### src/rtl/cache_mgmt_unit.sv
// rtl/cache_mgmt_unit.sv - 2-way set-associative cache controller: hit service, victim write-back, line refill
//
// Ports:
//   clk, rst                  clock (rising edge), asynchronous active-low reset
//   en_r, en_w                CPU read / write request (write wins when both set)
//   addr_rw, u_b_h_w, data_w  CPU byte address, RV32I width code, store data
//   data_r, stall             CPU load data, CPU hold request
//   cache_addr, cache_load, cache_store, cache_replace, cache_invalid,
//   cache_u_b_h_w, cache_din  cache array command port
//   cache_hit, cache_valid, cache_dirty, cache_tag, cache_dout
//                             cache array status/data for cache_addr
//   mem_cs_o, mem_we_o, mem_addr_o, mem_data_o, mem_data_i, mem_ack_i
//                             word-wide memory port, one word per ack

module cache_mgmt_unit #(
    parameter int ADDR_BITS        = 32,
    parameter int TAG_BITS         = 23,
    parameter int SET_INDEX_WIDTH  = 5,
    parameter int LINE_WORDS       = 4,
    parameter int LINE_WORDS_WIDTH = 2
) (
    input  logic                   clk,
    input  logic                   rst,
    input  logic                   en_r,
    input  logic                   en_w,
    input  logic [ADDR_BITS-1:0]   addr_rw,
    input  logic [2:0]             u_b_h_w,
    input  logic [31:0]            data_w,
    output logic [31:0]            data_r,
    output logic                   stall,
    output logic [ADDR_BITS-1:0]   cache_addr,
    output logic                   cache_load,
    output logic                   cache_store,
    output logic                   cache_replace,
    output logic                   cache_invalid,
    output logic [2:0]             cache_u_b_h_w,
    output logic [31:0]            cache_din,
    input  logic                   cache_hit,
    input  logic                   cache_valid,
    input  logic                   cache_dirty,
    input  logic [TAG_BITS-1:0]    cache_tag,
    input  logic [31:0]            cache_dout,
    output logic                   mem_cs_o,
    output logic                   mem_we_o,
    output logic [ADDR_BITS-1:0]   mem_addr_o,
    output logic [31:0]            mem_data_o,
    input  logic [31:0]            mem_data_i,
    input  logic                   mem_ack_i
);

    localparam int OFFSET_LSB = LINE_WORDS_WIDTH + 2;

    typedef enum logic [1:0] {S_IDLE, S_BACK, S_FILL, S_WAIT} state_t;

    state_t                       state;
    logic [LINE_WORDS_WIDTH-1:0]  word_cnt;
    logic [TAG_BITS-1:0]          req_tag;
    logic [SET_INDEX_WIDTH-1:0]   req_index;
    logic [TAG_BITS-1:0]          victim_tag;

    logic                         req;
    logic                         last_word;
    logic [ADDR_BITS-1:0]         fill_addr;
    logic [ADDR_BITS-1:0]         back_addr;

    assign req       = en_r | en_w;
    assign last_word = (word_cnt == LINE_WORDS_WIDTH'(LINE_WORDS - 1));
    assign fill_addr = {req_tag, req_index, word_cnt, 2'b00};
    assign back_addr = {victim_tag, req_index, word_cnt, 2'b00};

    always_ff @(posedge clk or negedge rst) begin
        if (!rst) begin
            state      <= S_IDLE;
            word_cnt   <= '0;
            req_tag    <= '0;
            req_index  <= '0;
            victim_tag <= '0;
        end else begin
            case (state)
                S_IDLE: begin
                    if (req && !cache_hit) begin
                        req_tag    <= addr_rw[ADDR_BITS-1 -: TAG_BITS];
                        req_index  <= addr_rw[OFFSET_LSB +: SET_INDEX_WIDTH];
                        victim_tag <= cache_tag;
                        word_cnt   <= '0;
                        state      <= (cache_valid && cache_dirty) ? S_BACK : S_FILL;
                    end
                end
                S_BACK: begin
                    // word_cnt wraps to 0 on the last ack, ready for the refill
                    if (mem_ack_i) begin
                        word_cnt <= word_cnt + LINE_WORDS_WIDTH'(1);
                        if (last_word) state <= S_FILL;
                    end
                end
                S_FILL: begin
                    if (mem_ack_i) begin
                        word_cnt <= word_cnt + LINE_WORDS_WIDTH'(1);
                        if (last_word) state <= S_WAIT;
                    end
                end
                default: state <= S_IDLE;
            endcase
        end
    end

    always_comb begin
        data_r        = '0;
        stall         = 1'b0;
        cache_addr    = addr_rw;
        cache_load    = 1'b0;
        cache_store   = 1'b0;
        cache_replace = 1'b0;
        cache_invalid = 1'b0;
        cache_u_b_h_w = u_b_h_w;
        cache_din     = data_w;
        mem_cs_o      = 1'b0;
        mem_we_o      = 1'b0;
        mem_addr_o    = '0;
        mem_data_o    = '0;
        case (state)
            S_IDLE, S_WAIT: begin
                // S_WAIT replays the original request against the freshly filled line
                if (state == S_WAIT || (req && cache_hit)) begin
                    cache_store = en_w;
                    cache_load  = en_r & ~en_w;
                    data_r      = cache_dout;
                end else if (req) begin
                    stall = 1'b1;
                end
            end
            S_BACK: begin
                // cache_addr misses, so the array presents the victim word
                stall         = 1'b1;
                cache_addr    = fill_addr;
                cache_u_b_h_w = 3'b010;
                mem_cs_o      = 1'b1;
                mem_we_o      = 1'b1;
                mem_addr_o    = back_addr;
                mem_data_o    = cache_dout;
            end
            default: begin
                stall         = 1'b1;
                cache_addr    = fill_addr;
                cache_u_b_h_w = 3'b010;
                mem_cs_o      = 1'b1;
                mem_addr_o    = fill_addr;
                if (mem_ack_i) begin
                    cache_replace = 1'b1;
                    cache_din     = mem_data_i;
                end
            end
        endcase
        // strobes and handshakes must fall with reset, not a clock edge later
        if (!rst) begin
            stall         = 1'b0;
            cache_load    = 1'b0;
            cache_store   = 1'b0;
            cache_replace = 1'b0;
            mem_cs_o      = 1'b0;
        end
    end

endmodule

### config.mk
export PLATFORM = sky130hd
export DESIGN_NAME = cache_mgmt_unit
export DESIGN_NICKNAME = d
export VERILOG_FILES = /design/src/rtl/cache_mgmt_unit.sv
export SDC_FILE = /design/constraint.sdc
export NUM_CORES = 1
export LEC_CHECK = 0
export BUFFER_PORTS_ARGS = -buffer_cell sky130_fd_sc_hd__buf_4
export CAP_MARGIN = 20
export CORE_MARGIN = 10
export CORE_UTILIZATION = 30
export CTS_BUF_LIST = sky130_fd_sc_hd__clkbuf_16
export CTS_CLUSTER_SIZE = 40
export DETAILED_ROUTE_END_ITERATION = 16
export GPL_TIMING_DRIVEN = 0
export HOLD_SLACK_MARGIN = 0.15
export PLACE_DENSITY = 0.73
export SETUP_SLACK_MARGIN = 0.2
export SLEW_MARGIN = 15
export SYNTH_ARGS = -nofsm -noshare
export SYNTH_HDL_FRONTEND = slang
export SYNTH_SLANG_ARGS = --single-unit
### constraint.sdc
create_clock -name clk -period 5.77 [get_ports clk]
set_clock_uncertainty 0.15 [all_clocks]
set_input_delay 1.154 -clock clk [delete_from_list [all_inputs] [get_ports clk]]
set_output_delay 1.154 -clock clk [all_outputs]
set_load 0.01 [all_outputs]
Yosys cells after proc, flatten, opt, wreduce, memory -nomap -nowiden
Index checks and enable logic that the tools add are counted.
{ "classes": {"n_addsub": 1, "n_eq_ne": 10, "muxes": 34, "bitwise_logic": 3, "n_reduce_logical": 13} }
{ "ops": {"columns": ["cell", "n"], "rows": [
  ["2-to-1 mux 32 bit", 6],
  ["one-hot mux 32 bit (2 select lines)", 1],
  ["2-to-1 mux 1 bit", 16],
  ["2-to-1 mux 2 bit", 8],
  ["inequality test 2 bit, second input constant", 5],
  ["equality test 2 bit, second input constant", 3],
  ["one-hot mux 2 bit (3 select lines)", 1],
  ["AND reduction 5 bit", 1],
  ["one-hot mux 2 bit (2 select lines)", 1],
  ["OR reduction 2 bit", 2],
  ["logical AND 1 bit", 3],
  ["2-to-1 mux 3 bit", 1],
  ["AND reduction 3 bit", 1],
  ["OR reduction 3 bit", 1],
  ["adder 2 x 1 -> 2 bit, second input constant", 1],
  ["equality test 2 x 1 -> 1 bit, second input constant", 1],
  ["logical NOT 2 bit", 1],
  ["inequality test 2 x 1 -> 1 bit, second input constant", 1],
  ["AND reduction 2 bit", 1],
  ["nonzero test 2 bit", 1],
  ["AND 1 bit", 1],
  ["logical NOT 1 bit", 1],
  ["logical OR 1 bit", 1],
  ["NOT 1 bit", 1],
  ["bitwise OR 1 bit", 1]
]} }
{ "word_totals": {"register_bits": 55, "input_bits": 162, "output_inout_bits": 170} }

Longest topological paths before layout
Gate-level depths: netlist of run 1.
{ "depth": {"word_depth": 6, "mapped_depth": 7, "mapped_depth_nobuf": 5} }

Least setup slack after synthesis of run 1
No wires, ideal clock.
{ "synth_path": {"kind": "input port to output port", "start": "input port mem_ack_i", "end": "output port cache_din[10]", "t_arrival_ps": 2040, "t_required_ps": 4466, "slack_ps": 2426, "path_stages": 4, "path_buffers": 2, "cell_sequence": "clkbuf_1 nand2_1 buf_2 mux2_2"} }
{ "synth_via": {"elab_chain_len": 2} }
{ "synth_rtl": {"columns": ["item", "line", "source"], "rows": [
  ["start: declaration", "48", "input logic mem_ack_i"],
  ["2-to-1 mux 32 bit", "148", "if (mem_ack_i) begin"],
  ["2-to-1 mux 32 bit", "121", "case (state)"],
  ["end: declaration", "37", "output logic [31:0] cache_din,"]
]} }
Every way passes these cells.

Worst setup path after layout of run 1
{ "layout_path": {"start": "register state[0]", "end": "output port data_r[20]"} }
{ "layout_via": {"elab_chain_len": 4, "word_cells_on_any_way": 6, "cone_classes": "eq/ne (1); mux (2); reduce/logical (3)"} }
{ "layout_rtl": {"columns": ["item", "line", "source"], "rows": [
  ["start: declaration", "55", "state_t state;"],
  ["start signal: assignment", "86", "state <= (cache_valid && cache_dirty) ? S_BACK : S_FILL;"],
  ["equality test 2 bit", "121, 124", null],
  ["logical OR 1 bit", "124", "if (state == S_WAIT || (req && cache_hit)) begin"],
  ["2-to-1 mux 32 bit", "124", null],
  ["2-to-1 mux 32 bit (*)", "121", null],
  ["end: declaration", "29", "output logic [31:0] data_r,"]
]} }
Mark *: on every way between the ends. The rest lies on a longest branch, timed or not.

==> flow_summary.html, run 1 <==
<table>
<tr><th>Metric</th><th>Value</th></tr>
<tr><th colspan="2">Run status</th></tr>
<tr><td>Run status</td><td>completed</td></tr>
<tr><th colspan="2">Worst setup path</th></tr>
<tr><td>Cell occurring most often along the worst timing path</td><td>sky130_fd_sc_hd__clkbuf_1</td></tr>
<tr><td>Count of buffering cells on the critical path with inverters included</td><td>4</td></tr>
<tr><td>Worst stage delay on the critical path</td><td>0.44 ns</td></tr>
<tr><td>Data required time of the worst path</td><td>4.47 ns</td></tr>
<tr><td>Setup CP Type</td><td>flip-flop to primary output</td></tr>
<tr><td>Slowest library cell on the worst path</td><td>sky130_fd_sc_hd__dfrtp_1</td></tr>
<tr><td>Element type at the critical path start</td><td>flip-flop</td></tr>
<tr><td>CP arrival</td><td>2.44 ns</td></tr>
<tr><td>Cell Chain, Critical Path</td><td>inv_1, ha_1, clkbuf_1, a21oi_1, clkbuf_1, and2_1, buf_4</td></tr>
<tr><td>Critical Path Sink Type</td><td>primary output</td></tr>
<tr><td>Crit path max fanout</td><td>10</td></tr>
<tr><td>Top delay family on crit path</td><td>buffers and inverters</td></tr>
<tr><th colspan="2">Timing</th></tr>
<tr><td>Shortest clock period the worst path allows after layout</td><td>3.74 ns</td></tr>
<tr><td>Rel. slew slack</td><td>50.1%</td></tr>
<tr><td>Final TNS setup</td><td>0 ns</td></tr>
<tr><td>Post-Route Hold Slack</td><td>0.366 ns</td></tr>
<tr><td>Final Hold Violating Endpoints</td><td>0</td></tr>
<tr><td>F_max</td><td>267 MHz</td></tr>
<tr><td>RSZ-0062 raised after global routing</td><td>no</td></tr>
<tr><td>Final number of setup-violating endpoints</td><td>0</td></tr>
<tr><td>Worst Tran Pin Value</td><td>approximately 0.75 ns</td></tr>
<tr><td>Number of max-slew violations in the final report</td><td>0</td></tr>
<tr><td>Final critical-path share of the clock period</td><td>64.8%</td></tr>
<tr><th colspan="2">Placed design</th></tr>
<tr><td>Placed Cells</td><td>847</td></tr>
<tr><td>Port-buffer cells</td><td>about 330</td></tr>
<tr><td>Area after DPL</td><td>0.00675 mm^2</td></tr>
<tr><td>Global placement routability congestion</td><td>0.937</td></tr>
<tr><td>Post-DP HPWL</td><td>~16 mm</td></tr>
<tr><th colspan="2">Final layout</th></tr>
<tr><td>Post-route standard cell area excluding fillers</td><td>just under 0.007 mm^2</td></tr>
<tr><td># fillers</td><td>~1200</td></tr>
<tr><td>Layout cells sized above 1</td><td>around 69%</td></tr>
<tr><td>Multi-input gate area in the final layout</td><td>between 0.002 and 0.0025 mm^2</td></tr>
<tr><td>Final non-filler cell total</td><td>around 860</td></tr>
<tr><td>Sequential standard cell area</td><td>approximately 0.0014 mm^2</td></tr>
<tr><td>Post-synthesis to final-layout area growth</td><td>69.9%</td></tr>
<tr><td>Final-stage net count</td><td>847</td></tr>
<tr><th colspan="2">Logic synthesis</th></tr>
<tr><td>Cell area after synthesis</td><td>0.00407 mm^2</td></tr>
<tr><td>Synth unique cells</td><td>37</td></tr>
<tr><td>Synth Flop Type</td><td>sky130_fd_sc_hd__dfrtp_1</td></tr>
<tr><td>Async set or reset register ratio after synthesis</td><td>100%</td></tr>
<tr><td>Number of flops mapped to enable cells by yosys</td><td>0</td></tr>
<tr><td>Most frequent cells after synthesis</td><td>sky130_fd_sc_hd__and2_1 (65), sky130_fd_sc_hd__mux2_2 (64), sky130_fd_sc_hd__dfrtp_1 (55), sky130_fd_sc_hd__mux2_4 (50), sky130_fd_sc_hd__a22o_1 (23)</td></tr>
<tr><td>Library cell with the largest summed area after synthesis</td><td>sky130_fd_sc_hd__dfrtp_1</td></tr>
<tr><td>Fraction of post-synthesis cell area in the top cell type by area</td><td>between 30% and 40%</td></tr>
<tr><td>Mapped Cells</td><td>about 340</td></tr>
<tr><td>Syn. warnings</td><td>0</td></tr>
<tr><td>Main area contributors after synthesis</td><td>sky130_fd_sc_hd__dfrtp_1 (34%), sky130_fd_sc_hd__mux2_4 (18%), sky130_fd_sc_hd__mux2_2 (18%)</td></tr>
<tr><td>Flops &amp; latches, synth</td><td>55</td></tr>
<tr><td>Fraction of the yosys area taken by sequential cells</td><td>33.8%</td></tr>
<tr><td>Mean instance size in the synthesized netlist</td><td>11.9 um^2</td></tr>
<tr><td>Leading cell type by number of instances after synthesis</td><td>sky130_fd_sc_hd__and2_1</td></tr>
<tr><th colspan="2">Detailed routing</th></tr>
<tr><td>Metal3 WL</td><td>1.61 mm</td></tr>
<tr><td>Ratio of routed vias to standard cells</td><td>4.63</td></tr>
<tr><td>1st-iter DRT viols</td><td>138</td></tr>
<tr><td>Number of detailed-routing iterations run before antenna repair</td><td>4</td></tr>
<tr><td>Post-route met1 wirelength</td><td>6.98 mm</td></tr>
<tr><td>Highest routed layer</td><td>met4</td></tr>
<tr><td>Wire per inst</td><td>approximately 22 um</td></tr>
<tr><td>Vias</td><td>3980</td></tr>
<tr><td>Met2 wirelength from detailed routing</td><td>9.83 mm</td></tr>
<tr><td>Number of nets with antenna violations after routing</td><td>0</td></tr>
<tr><td>Number of remaining DRC errors</td><td>0</td></tr>
<tr><td>Aggregate routed wire length</td><td>~19 mm</td></tr>
<tr><th colspan="2">Floorplan</th></tr>
<tr><td>Area of the core</td><td>between 0.01 and 0.015 mm^2</td></tr>
<tr><td>Chip width</td><td>between 100 and 150 um</td></tr>
<tr><td>Die height</td><td>between 100 and 150 um</td></tr>
<tr><td>Initial cell density of the core</td><td>30.7%</td></tr>
<tr><td>Number of top-level pins</td><td>332</td></tr>
<tr><td>Standard-cell rows</td><td>42</td></tr>
<tr><td>Die Area</td><td>0.0186 mm^2</td></tr>
<tr><th colspan="2">Global route</th></tr>
<tr><td>Total global routing track utilization</td><td>between 10% and 20%</td></tr>
<tr><td>Initial antenna violation count</td><td>4</td></tr>
<tr><td>Number of global-route vias before repair</td><td>4351</td></tr>
<tr><td>Maximum number of pins on one net before global-route repair</td><td>61</td></tr>
<tr><td>Total congestion overflow after global routing</td><td>0</td></tr>
<tr><td>Global-route wire length before repair</td><td>27.1 mm</td></tr>
<tr><th colspan="2">Power and ir drop</th></tr>
<tr><td>Power Dens Cells</td><td>529 mW/mm^2</td></tr>
<tr><td>Final total power</td><td>3.65 mW</td></tr>
<tr><td>Leak Pwr</td><td>3.65 nW</td></tr>
<tr><td>IR Drop Worst-Case VDD</td><td>0.334 mV</td></tr>
<tr><th colspan="2">Clock network</th></tr>
<tr><td>Clk buf depth</td><td>2</td></tr>
<tr><td>Total setup buffers inserted after CTS</td><td>0</td></tr>
<tr><td>Number of buffers inserted during clock tree synthesis</td><td>5</td></tr>
<tr><td>Htree depth</td><td>2</td></tr>
<tr><td>Post-CTS Hold Fix Bufs</td><td>0</td></tr>
<tr><td>Library cell used as clock root buffer</td><td>sky130_fd_sc_hd__clkbuf_16</td></tr>
<tr><td>CTS resizes</td><td>0</td></tr>
<tr><td>CTS tree</td><td>done</td></tr>
<tr><td>CTS sink cnt</td><td>55</td></tr>
<tr><td>Clock-pin slew reported for the worst setup and hold paths after clock tree synthesis</td><td>0.08 ns</td></tr>
<tr><td>Skew-Pair Late Insertion Delay</td><td>0.29 ns</td></tr>
<tr><th colspan="2">Worst hold path</th></tr>
<tr><td>Worst min-delay path class</td><td>flip-flop to flip-flop</td></tr>
<tr><th colspan="2">Run</th></tr>
<tr><td>Max capacitance violation total</td><td>0</td></tr>
</table>
[metrics by stage]
stage | utilization (%) | worst slack [ns]
floorplan | - | 2.43
global placement | 51.0 | 1.99
detailed placement | 51.0 | 2.01
CTS | 52.1 | 1.96
global route | 52.2 | 1.77
finish | 52.2 | 2.03
[worst paths after layout]
kind / depth (start not counted) / slack, ns / endpoint / start
max: 7 / 2.03 / data_r[20] / state[0]
min: 1 / 0.37 / victim_tag[8] / victim_tag[8]
max reg2reg: 6 / 3.57 / word_cnt[0] / state[1]
min reg2reg: 1 / 0.37 / victim_tag[8] / victim_tag[8]
max in group asynchronous: 1 / 4.20 / req_index[3] / rst
min in group asynchronous: 1 / 0.76 / req_tag[9] / rst
[per-layer routing]
layer / track usage (%) / vias up
met1: 19.9 / 1904
met4: 6.63 / 0
met3: 5.72 / 19
met5: 0 / -
met2: 34.8 / 188
li1: - / 1869
[registers in the layout, indices dropped and copies added, names as in the netlist]
name / flops
word_cnt: 2
victim_tag: 23
req_tag: 23
req_index: 5
state: 2
[cell usage in the layout, fill, tap and decap left out, types with 7 or more instances in the layout]
master,count
sky130_fd_sc_hd__a22o_1,23
sky130_fd_sc_hd__and2_1,65
sky130_fd_sc_hd__buf_2,8
sky130_fd_sc_hd__buf_4,330
sky130_fd_sc_hd__clkbuf_1,12
sky130_fd_sc_hd__dfrtp_1,55
sky130_fd_sc_hd__ha_1,7
sky130_fd_sc_hd__mux2_2,64
sky130_fd_sc_hd__mux2_4,50
sky130_fd_sc_hd__nor2b_1,10
[final cells by class]
cell class,count,area share [%]
multi-input cells,254,35.6
repair buffers,327,35.5
flip-flops and latches,55,19.9
well taps,176,3.19
plain buffers,29,3.17
clock buffers,5,1.81
clock inverters,3,0.344
inverters,6,0.326
diodes,4,0.145
[kinds of logic (layout without fill, tap and decap cells)]
family | count (synthesis) | count (layout) | share of synthesized area, %
adder cells (fa/ha/maj) | 7 | 7 | 2.15
flip-flops | 55 | 55 | 33.8
other | 1 | 7 | 0.0922
multiplexers | 115 | 115 | 36.4
buffers and inverters | 35 | 370 | 5.94
AO/OA/AOI/OAI | 38 | 38 | 7.75
AND/OR/NAND/NOR | 91 | 91 | 13.8
[power by group]
part / total (mW) / switching, mW / internal, mW
clock network: 0.312 / 0.149 / 0.164
logic: 2.60 / 1.15 / 1.45
registers: 0.739 / 0.154 / 0.586
total: 3.65 / 1.45 / 2.20
[worst reg2reg max path, cell delays in order, from the launching register on]
cell,delay (ns)
sky130_fd_sc_hd__dfrtp_1,0.45
sky130_fd_sc_hd__inv_1,0.12
sky130_fd_sc_hd__ha_1,0.28
sky130_fd_sc_hd__clkbuf_1,0.31
sky130_fd_sc_hd__clkbuf_1,0.43
sky130_fd_sc_hd__a21oi_1,0.12
sky130_fd_sc_hd__a311oi_1,0.25
Power figures use the tool's default switching activity.
==> run 2, diff against run 1 <==
==> constraint.sdc (replaced) <==
create_clock -name clk -period 3.57 [get_ports clk]
set_clock_uncertainty 0.15 [all_clocks]
set_input_delay 0.714 -clock clk [delete_from_list [all_inputs] [get_ports clk]]
set_output_delay 0.714 -clock clk [all_outputs]
set_load 0.01 [all_outputs]
==> flow_summary.html, run 2 (synthesis results as in run 1) <==
<table>
<tr><th>Metric</th><th>Value</th></tr>
<tr><th colspan="2">Run status</th></tr>
<tr><td>Run status</td><td>completed (unchanged)</td></tr>
<tr><th colspan="2">Worst setup path</th></tr>
<tr><td>Top delay family on crit path</td><td>buffers and inverters (unchanged)</td></tr>
<tr><td>Cell count of the worst reg-to-reg path</td><td>7 (was 6)</td></tr>
<tr><td>Critical Path Sink Type</td><td>primary output (unchanged)</td></tr>
<tr><td>Cell Chain, Critical Path</td><td>inv_1, ha_1, clkbuf_1, nor2b_2, buf_2, a22o_1, buf_4 (was inv_1, ha_1, clkbuf_1, a21oi_1, clkbuf_1, and2_1, buf_4)</td></tr>
<tr><td>Stages on worst setup path</td><td>7 (unchanged)</td></tr>
<tr><td>Launching element of the worst setup path</td><td>state[0] (unchanged)</td></tr>
<tr><td>Element type at the critical path start</td><td>flip-flop (unchanged)</td></tr>
<tr><td>R2r startpoint</td><td>state[1] (unchanged)</td></tr>
<tr><td>Data required time of the worst path</td><td>2.71 ns (was 4.47 ns)</td></tr>
<tr><td>Worst stage delay on the critical path</td><td>0.44 ns (about the same)</td></tr>
<tr><td>Setup CP Type</td><td>flip-flop to primary output (unchanged)</td></tr>
<tr><td>Count of buffering cells on the critical path with inverters included</td><td>4 (unchanged)</td></tr>
<tr><td>Crit path max fanout</td><td>10 (unchanged)</td></tr>
<tr><td>CP arrival</td><td>2.28 ns (was 2.44 ns)</td></tr>
<tr><td>Slowest library cell on the worst path</td><td>sky130_fd_sc_hd__dfrtp_1 (unchanged)</td></tr>
<tr><th colspan="2">Floorplan</th></tr>
<tr><td>Area of the core</td><td>0.0132 mm^2 (unchanged)</td></tr>
<tr><td>Chip width</td><td>136 um (unchanged)</td></tr>
<tr><td>Number of top-level pins</td><td>332 (unchanged)</td></tr>
<tr><td>Die height</td><td>136 um (unchanged)</td></tr>
<tr><td>Die Area</td><td>0.0186 mm^2 (unchanged)</td></tr>
<tr><td>Standard-cell rows</td><td>42 (unchanged)</td></tr>
<tr><td>Initial cell density of the core</td><td>30.7% (unchanged)</td></tr>
<tr><th colspan="2">Timing</th></tr>
<tr><td>Final Hold Violating Endpoints</td><td>0 (unchanged)</td></tr>
<tr><td>Post-Route Hold Slack</td><td>0.323 ns (was 0.366 ns)</td></tr>
<tr><td>F_max</td><td>318 MHz</td></tr>
<tr><td>Final number of setup-violating endpoints</td><td>0 (unchanged)</td></tr>
<tr><td>Shortest clock period the worst path allows after layout</td><td>3.14 ns</td></tr>
<tr><td>Number of max-slew violations in the final report</td><td>0 (unchanged)</td></tr>
<tr><td>Worst Tran Pin Value</td><td>0.750 ns (was 0.749 ns)</td></tr>
<tr><td>Rel. slew slack</td><td>50.0% (was 50.1%)</td></tr>
<tr><td>Final TNS setup</td><td>0 ns (unchanged)</td></tr>
<tr><td>Final worst-path setup slack</td><td>0.426 ns (was 2.03 ns)</td></tr>
<tr><td>RSZ-0062 raised after global routing</td><td>yes (was no)</td></tr>
<tr><td>Final critical-path share of the clock period</td><td>88.1%</td></tr>
<tr><th colspan="2">Final layout</th></tr>
<tr><td>Final-stage net count</td><td>847 (unchanged)</td></tr>
<tr><td>Post-route standard cell area excluding fillers</td><td>0.00692 mm^2 (was 0.00691 mm^2)</td></tr>
<tr><td>Most common cell after layout, fill and taps aside</td><td>sky130_fd_sc_hd__buf_4 (unchanged)</td></tr>
<tr><td>Post-synthesis to final-layout area growth</td><td>70.2% (was 69.9%)</td></tr>
<tr><td>Top library cells by usage in the layout, fill and taps aside</td><td>sky130_fd_sc_hd__buf_4 (330), sky130_fd_sc_hd__and2_1 (65), sky130_fd_sc_hd__mux2_2 (64) (unchanged)</td></tr>
<tr><td>Biggest regs</td><td>req_tag (23), victim_tag (23), req_index (5) (unchanged)</td></tr>
<tr><td>Final non-filler cell total</td><td>859 (unchanged)</td></tr>
<tr><td>Layout cells sized above 1</td><td>70.1% (was 69.4%)</td></tr>
<tr><td>Post-Route Utilization</td><td>52.3% (was 52.2%)</td></tr>
<tr><th colspan="2">Power and ir drop</th></tr>
<tr><td>Final total power</td><td>5.92 mW (was 3.65 mW)</td></tr>
<tr><td>IR Drop Worst-Case VDD</td><td>0.540 mV (was 0.334 mV)</td></tr>
<tr><td>Power Dens Cells</td><td>855 mW/mm^2 (was 529 mW/mm^2)</td></tr>
<tr><td>Leak Pwr</td><td>3.66 nW (was 3.65 nW)</td></tr>
<tr><th colspan="2">Detailed routing</th></tr>
<tr><td>Ratio of routed vias to standard cells</td><td>4.63 (about the same)</td></tr>
<tr><td>Wire per inst</td><td>21.8 um (about the same)</td></tr>
<tr><td>Number of detailed-routing iterations run before antenna repair</td><td>4 (unchanged)</td></tr>
<tr><td>Aggregate routed wire length</td><td>18.8 mm (was 18.7 mm)</td></tr>
<tr><td>Number of remaining DRC errors</td><td>0 (unchanged)</td></tr>
<tr><td>Vias</td><td>3978 (was 3980)</td></tr>
<tr><td>Number of nets with antenna violations after routing</td><td>0 (unchanged)</td></tr>
<tr><td>1st-iter DRT viols</td><td>150 (was 138)</td></tr>
<tr><th colspan="2">Global route</th></tr>
<tr><td>Global-route wire length before repair</td><td>27.1 mm (about the same)</td></tr>
<tr><td>Maximum number of pins on one net before global-route repair</td><td>61 (unchanged)</td></tr>
<tr><td>Initial antenna violation count</td><td>4 (unchanged)</td></tr>
<tr><td>Total global routing track utilization</td><td>18.9% (about the same)</td></tr>
<tr><td>Total congestion overflow after global routing</td><td>0 (unchanged)</td></tr>
<tr><td>Number of global-route vias before repair</td><td>4352 (was 4351)</td></tr>
<tr><th colspan="2">Run</th></tr>
<tr><td>Max capacitance violation total</td><td>0 (unchanged)</td></tr>
<tr><th colspan="2">Clock network</th></tr>
<tr><td>Number of buffers inserted during clock tree synthesis</td><td>5 (unchanged)</td></tr>
<tr><td>Skew-Pair Late Insertion Delay</td><td>0.29 ns (about the same)</td></tr>
<tr><td>Total setup buffers inserted after CTS</td><td>0 (unchanged)</td></tr>
<tr><td>CTS sink cnt</td><td>55 (unchanged)</td></tr>
<tr><td>Htree depth</td><td>2 (unchanged)</td></tr>
<tr><td>Clk buf depth</td><td>2 (unchanged)</td></tr>
<tr><td>Library cell used as clock root buffer</td><td>sky130_fd_sc_hd__clkbuf_16 (unchanged)</td></tr>
<tr><td>CTS tree</td><td>done (unchanged)</td></tr>
<tr><td>Clock-pin slew reported for the worst setup and hold paths after clock tree synthesis</td><td>0.08 ns (about the same)</td></tr>
<tr><th colspan="2">Placed design</th></tr>
<tr><td>Area after DPL</td><td>0.00675 mm^2 (unchanged)</td></tr>
<tr><td>Post-DP HPWL</td><td>16.0 mm (unchanged)</td></tr>
<tr><td>Global placement routability congestion</td><td>0.937 (unchanged)</td></tr>
<tr><td>Placed Cells</td><td>847 (unchanged)</td></tr>
<tr><td>Worst slack at placement</td><td>0.546 ns (was 2.01 ns)</td></tr>
<tr><td>Port-buffer cells</td><td>327 (unchanged)</td></tr>
<tr><th colspan="2">Worst hold path</th></tr>
<tr><td>Worst min-delay path class</td><td>input port to async pin (was flip-flop to flip-flop)</td></tr>
</table>
[run 2: cell type report]
type / count / area, um^2
clock inverters: 3 / 23.8
repair buffers: 327 / 2450
fillers: 1228 / 6320
inverters: 6 / 22.5
plain buffers: 29 / 224
clock buffers: 5 / 125
well taps: 176 / 220
diodes: 4 / 10.0
flip-flops and latches: 55 / 1380
multi-input cells: 254 / 2460
[run 2: final timing paths]
check / endpoint / slack [ns]
max: mem_addr_o[27] / 0.43
min: req_tag[9] / 0.32
max reg2reg: victim_tag[6] / 1.47
min reg2reg: victim_tag[8] / 0.37
max in group asynchronous: req_index[3] / 2.44
min in group clk: victim_tag[8] / 0.37
[run 2: power breakdown]
| part | switching [mW] | total [mW] | internal, mW |
|---|---|---|---|
| Combinational | 1.86 | 4.22 | 2.36 |
| Sequential | 0.248 | 1.20 | 0.947 |
| Clock | 0.240 | 0.504 | 0.264 |
| Total | 2.35 | 5.92 | 3.57 |
[run 2: metal layers]
layer	wire, um	share of wire, %	GRT usage (%)	vias up
met5	0	0	0	-
met4	335	1.8	6.63	0
met3	1610	8.6	5.72	20
met2	9860	53	34.8	183
met1	6960	37	19.9	1907
li1	-	-	-	1868
[run 2: timing repair]
item                       4_1_cts  5_1_grt
setup endpoints to repair        1       64
gates cloned                     0        0
gates resized for setup          1        7
hold buffers                     0        0
==> run 3, diff against run 2 <==
--- a/config.mk
+++ b/config.mk
@@ -15,6 +15,7 @@
 export GPL_TIMING_DRIVEN = 0
 export HOLD_SLACK_MARGIN = 0.15
 export PLACE_DENSITY = 0.73
+export RECOVER_POWER = 25
 export SETUP_SLACK_MARGIN = 0.2
 export SLEW_MARGIN = 15
 export SYNTH_ARGS = -nofsm -noshare
==> flow_summary.html, run 3 (synthesis results as in run 1) <==
<table>
<tr><th>Metric</th><th>Value</th></tr>
<tr><th colspan="2">Floorplan</th></tr>
<tr><td>Standard-cell rows</td><td>42 (unchanged)</td></tr>
<tr><td>Die height</td><td>136 um (unchanged)</td></tr>
<tr><td>Initial cell density of the core</td><td>30.7% (unchanged)</td></tr>
<tr><td>Number of top-level pins</td><td>332 (unchanged)</td></tr>
<tr><td>Die Area</td><td>0.0186 mm^2 (unchanged)</td></tr>
<tr><td>Chip width</td><td>136 um (unchanged)</td></tr>
<tr><td>Area of the core</td><td>0.0132 mm^2 (unchanged)</td></tr>
<tr><th colspan="2">Power and ir drop</th></tr>
<tr><td>Leak Pwr</td><td>3.58 nW (was 3.66 nW)</td></tr>
<tr><td>Final total power</td><td>5.84 mW (was 5.92 mW)</td></tr>
<tr><td>Clock group share of total power</td><td>8.7% (was 8.5%)</td></tr>
<tr><td>Power Dens Cells</td><td>854 mW/mm^2 (was 855 mW/mm^2)</td></tr>
<tr><td>Net switching share of the total power</td><td>40.0% (was 39.7%)</td></tr>
<tr><td>IR Drop Worst-Case VDD</td><td>0.534 mV (was 0.540 mV)</td></tr>
<tr><td>Internal power</td><td>3.50 mW (was 3.57 mW)</td></tr>
<tr><td>Portion of total power attributed to combinational logic</td><td>70.9% (was 71.3%)</td></tr>
<tr><td>Switching power total</td><td>2.34 mW (was 2.35 mW)</td></tr>
<tr><td>Share of total power in sequential cells</td><td>20.4% (was 20.2%)</td></tr>
<tr><th colspan="2">Worst setup path</th></tr>
<tr><td>Terminus of the critical flop-to-flop path</td><td>req_tag[16] (was victim_tag[6])</td></tr>
<tr><td>Worst setup slack for register-to-register paths</td><td>0.80 ns (was 1.47 ns)</td></tr>
<tr><td>R2r startpoint</td><td>state[0] (was state[1])</td></tr>
<tr><td>Setup CP Type</td><td>flip-flop to primary output (unchanged)</td></tr>
<tr><td>Critical Path Sink Type</td><td>primary output (unchanged)</td></tr>
<tr><td>CP arrival</td><td>2.38 ns (was 2.28 ns)</td></tr>
<tr><td>Data required time of the worst path</td><td>2.71 ns (about the same)</td></tr>
<tr><td>Element type at the critical path start</td><td>flip-flop (unchanged)</td></tr>
<tr><td>Cell count of the worst reg-to-reg path</td><td>7 (unchanged)</td></tr>
<tr><td>Crit path max fanout</td><td>10 (unchanged)</td></tr>
<tr><th colspan="2">Detailed routing</th></tr>
<tr><td>Number of remaining DRC errors</td><td>0 (unchanged)</td></tr>
<tr><td>Ratio of routed vias to standard cells</td><td>4.63 (about the same)</td></tr>
<tr><td>Number of detailed-routing iterations run before antenna repair</td><td>4 (unchanged)</td></tr>
<tr><td>Highest routed layer</td><td>met4 (unchanged)</td></tr>
<tr><td>Aggregate routed wire length</td><td>18.7 mm (was 18.8 mm)</td></tr>
<tr><td>Wire per inst</td><td>21.8 um (about the same)</td></tr>
<tr><td>Vias</td><td>3976 (was 3978)</td></tr>
<tr><td>Met2 wirelength from detailed routing</td><td>9.84 mm (was 9.86 mm)</td></tr>
<tr><td>Post-route met1 wirelength</td><td>6.97 mm (was 6.96 mm)</td></tr>
<tr><td>Metal3 WL</td><td>1.56 mm (was 1.61 mm)</td></tr>
<tr><td>1st-iter DRT viols</td><td>170 (was 150)</td></tr>
<tr><td>Number of nets with antenna violations after routing</td><td>0 (unchanged)</td></tr>
<tr><th colspan="2">Timing</th></tr>
<tr><td>RSZ-0062 raised after global routing</td><td>yes (unchanged)</td></tr>
<tr><td>Final Hold Violating Endpoints</td><td>0 (unchanged)</td></tr>
<tr><td>Number of max-slew violations in the final report</td><td>0 (unchanged)</td></tr>
<tr><td>Final worst-path setup slack</td><td>0.327 ns (was 0.426 ns)</td></tr>
<tr><td>Final TNS setup</td><td>0 ns (unchanged)</td></tr>
<tr><td>Shortest clock period the worst path allows after layout</td><td>3.24 ns (was 3.14 ns)</td></tr>
<tr><td>F_max</td><td>308 MHz (was 318 MHz)</td></tr>
<tr><td>Final critical-path share of the clock period</td><td>90.8% (was 88.1%)</td></tr>
<tr><td>Rel. slew slack</td><td>2.88% (was 50.0%)</td></tr>
<tr><td>Worst Tran Pin Value</td><td>1.46 ns (was 0.750 ns)</td></tr>
<tr><td>Final number of setup-violating endpoints</td><td>0 (unchanged)</td></tr>
<tr><th colspan="2">Final layout</th></tr>
<tr><td>Top library cells by usage in the layout, fill and taps aside</td><td>sky130_fd_sc_hd__buf_4 (329), sky130_fd_sc_hd__and2_1 (65), sky130_fd_sc_hd__mux2_2 (64) (was sky130_fd_sc_hd__buf_4 (330), sky130_fd_sc_hd__and2_1 (65), sky130_fd_sc_hd__mux2_2 (64))</td></tr>
<tr><td>Layout cells sized above 1</td><td>68.3% (was 70.1%)</td></tr>
<tr><td>Post-synthesis to final-layout area growth</td><td>68.1% (was 70.2%)</td></tr>
<tr><td>Final-stage net count</td><td>847 (unchanged)</td></tr>
<tr><td>Post-route standard cell area excluding fillers</td><td>0.00684 mm^2 (was 0.00692 mm^2)</td></tr>
<tr><td>Biggest regs</td><td>req_tag (23), victim_tag (23), req_index (5) (unchanged)</td></tr>
<tr><td>Most common cell after layout, fill and taps aside</td><td>sky130_fd_sc_hd__buf_4 (unchanged)</td></tr>
<tr><th colspan="2">Clock network</th></tr>
<tr><td>CTS tree</td><td>done (unchanged)</td></tr>
<tr><td>Htree depth</td><td>2 (unchanged)</td></tr>
<tr><td>Clk buf depth</td><td>2 (unchanged)</td></tr>
<tr><td>Total setup buffers inserted after CTS</td><td>0 (unchanged)</td></tr>
<tr><td>Skew-Pair Late Insertion Delay</td><td>0.29 ns (about the same)</td></tr>
<tr><td>Clock-pin slew reported for the worst setup and hold paths after clock tree synthesis</td><td>0.08 ns (about the same)</td></tr>
<tr><td>Post-CTS Hold Fix Bufs</td><td>0 (unchanged)</td></tr>
<tr><td>Library cell used as clock root buffer</td><td>sky130_fd_sc_hd__clkbuf_16 (unchanged)</td></tr>
<tr><td>Number of buffers inserted during clock tree synthesis</td><td>5 (unchanged)</td></tr>
<tr><td>CTS sink cnt</td><td>55 (unchanged)</td></tr>
<tr><th colspan="2">Placed design</th></tr>
<tr><td>Global placement routability congestion</td><td>0.937 (unchanged)</td></tr>
<tr><td>Area after DPL</td><td>0.00675 mm^2 (unchanged)</td></tr>
<tr><td>Worst slack at placement</td><td>0.546 ns (unchanged)</td></tr>
<tr><td>Port-buffer cells</td><td>327 (unchanged)</td></tr>
<tr><td>Post-DP HPWL</td><td>16.0 mm (unchanged)</td></tr>
<tr><th colspan="2">Worst hold path</th></tr>
<tr><td>Min-Delay Startpoint</td><td>victim_tag[8]</td></tr>
<tr><td>Worst min-delay path class</td><td>flip-flop to flip-flop (was input port to async pin)</td></tr>
<tr><td>WHS Endpoint</td><td>victim_tag[8]</td></tr>
<tr><td>Instance count along the most critical hold path</td><td>1</td></tr>
<tr><th colspan="2">Global route</th></tr>
<tr><td>Number of global-route vias before repair</td><td>4352 (unchanged)</td></tr>
<tr><td>Global-route wire length before repair</td><td>27.1 mm (unchanged)</td></tr>
<tr><td>Total congestion overflow after global routing</td><td>0 (unchanged)</td></tr>
<tr><td>Maximum number of pins on one net before global-route repair</td><td>61 (unchanged)</td></tr>
<tr><td>Initial antenna violation count</td><td>4 (unchanged)</td></tr>
<tr><td>Total global routing track utilization</td><td>18.9% (unchanged)</td></tr>
<tr><th colspan="2">Run</th></tr>
<tr><td>Max capacitance violation total</td><td>0 (unchanged)</td></tr>
<tr><th colspan="2">Run status</th></tr>
<tr><td>Run status</td><td>completed (unchanged)</td></tr>
</table>
-- run 3: changes by cell type in the layout (fill, tap and decap cells not counted) --
cell                       previous run  this run
sky130_fd_sc_hd__mux2_4              50        43
sky130_fd_sc_hd__buf_12               5         2
sky130_fd_sc_hd__clkbuf_1            10        15
sky130_fd_sc_hd__buf_4              330       329
sky130_fd_sc_hd__buf_6                1         0
sky130_fd_sc_hd__mux2_1               0         7
-- run 3: worst max path at each step --
stage               startpoint             end  slack [ns]  depth (start not counted)
global route          state[1]  cache_addr[11]        0.13                          6
global placement      state[1]  mem_addr_o[28]        0.59                          6
detailed placement    state[0]      data_r[20]        0.55                          7
finish                state[1]  cache_addr[16]        0.33                          6
floorplan             state[0]      data_r[10]        1.10                          6
CTS                   state[0]      data_r[20]        0.21                          7
-- run 3: layer usage --
layer | global-route usage, % | up-vias
li1 | - | 1870
met1 | 19.9 | 1908
met2 | 34.8 | 178
met3 | 5.72 | 20
met4 | 6.63 | 0
met5 | 0 | -
-- run 3: final cells by class --
class | instances | area [um^2]
Fill cell | 1236 | 6410
Multi-Input combinational cell | 254 | 2440
Tap cell | 176 | 220
Sequential cell | 55 | 1380
Inverter | 6 | 22.5
Clock buffer | 5 | 125
Antenna cell | 4 | 10.0
Timing Repair Buffer | 327 | 2450
Buffer | 29 | 166
Clock inverter | 3 | 23.8
-- run 3: worst max-delay path, cell delays in order (launching register included) --
cell and delay [ns]:
sky130_fd_sc_hd__dfrtp_1 0.45, sky130_fd_sc_hd__inv_1 0.12, sky130_fd_sc_hd__ha_1 0.28, sky130_fd_sc_hd__clkbuf_1 0.33, sky130_fd_sc_hd__buf_2 0.37, sky130_fd_sc_hd__mux2_2 0.38, sky130_fd_sc_hd__buf_4 0.15
-- run 3: power by group through the flow --
stage                     clock (mW)  sequential (mW)  combinational [mW]
final                          0.506             1.19                4.14
after global routing           0.539             1.24                4.47
after floorplan                    0             1.11                2.40
after detailed placement           0             1.20                4.26
after global placement             0             1.18                4.21
after CTS                      0.523             1.19                4.28
-- run 3: what timing repair did --
item | 4_1_cts | 5_1_grt
pin swaps | 0 | 0
endpoints found under the setup margin | 1 | 64
gates resized for setup | 1 | 7
hold endpoints to repair | 0 | 0
-- run 3: per-stage QoR --
stage	hold slack, ns	instances	utilization (%)
finish	0.365	859	51.6
global route	0.375	859	51.6
CTS	0.357	855	52.1
detailed placement	0.345	847	51.0
global placement	0.343	847	51.0
floorplan	0.268	344	-
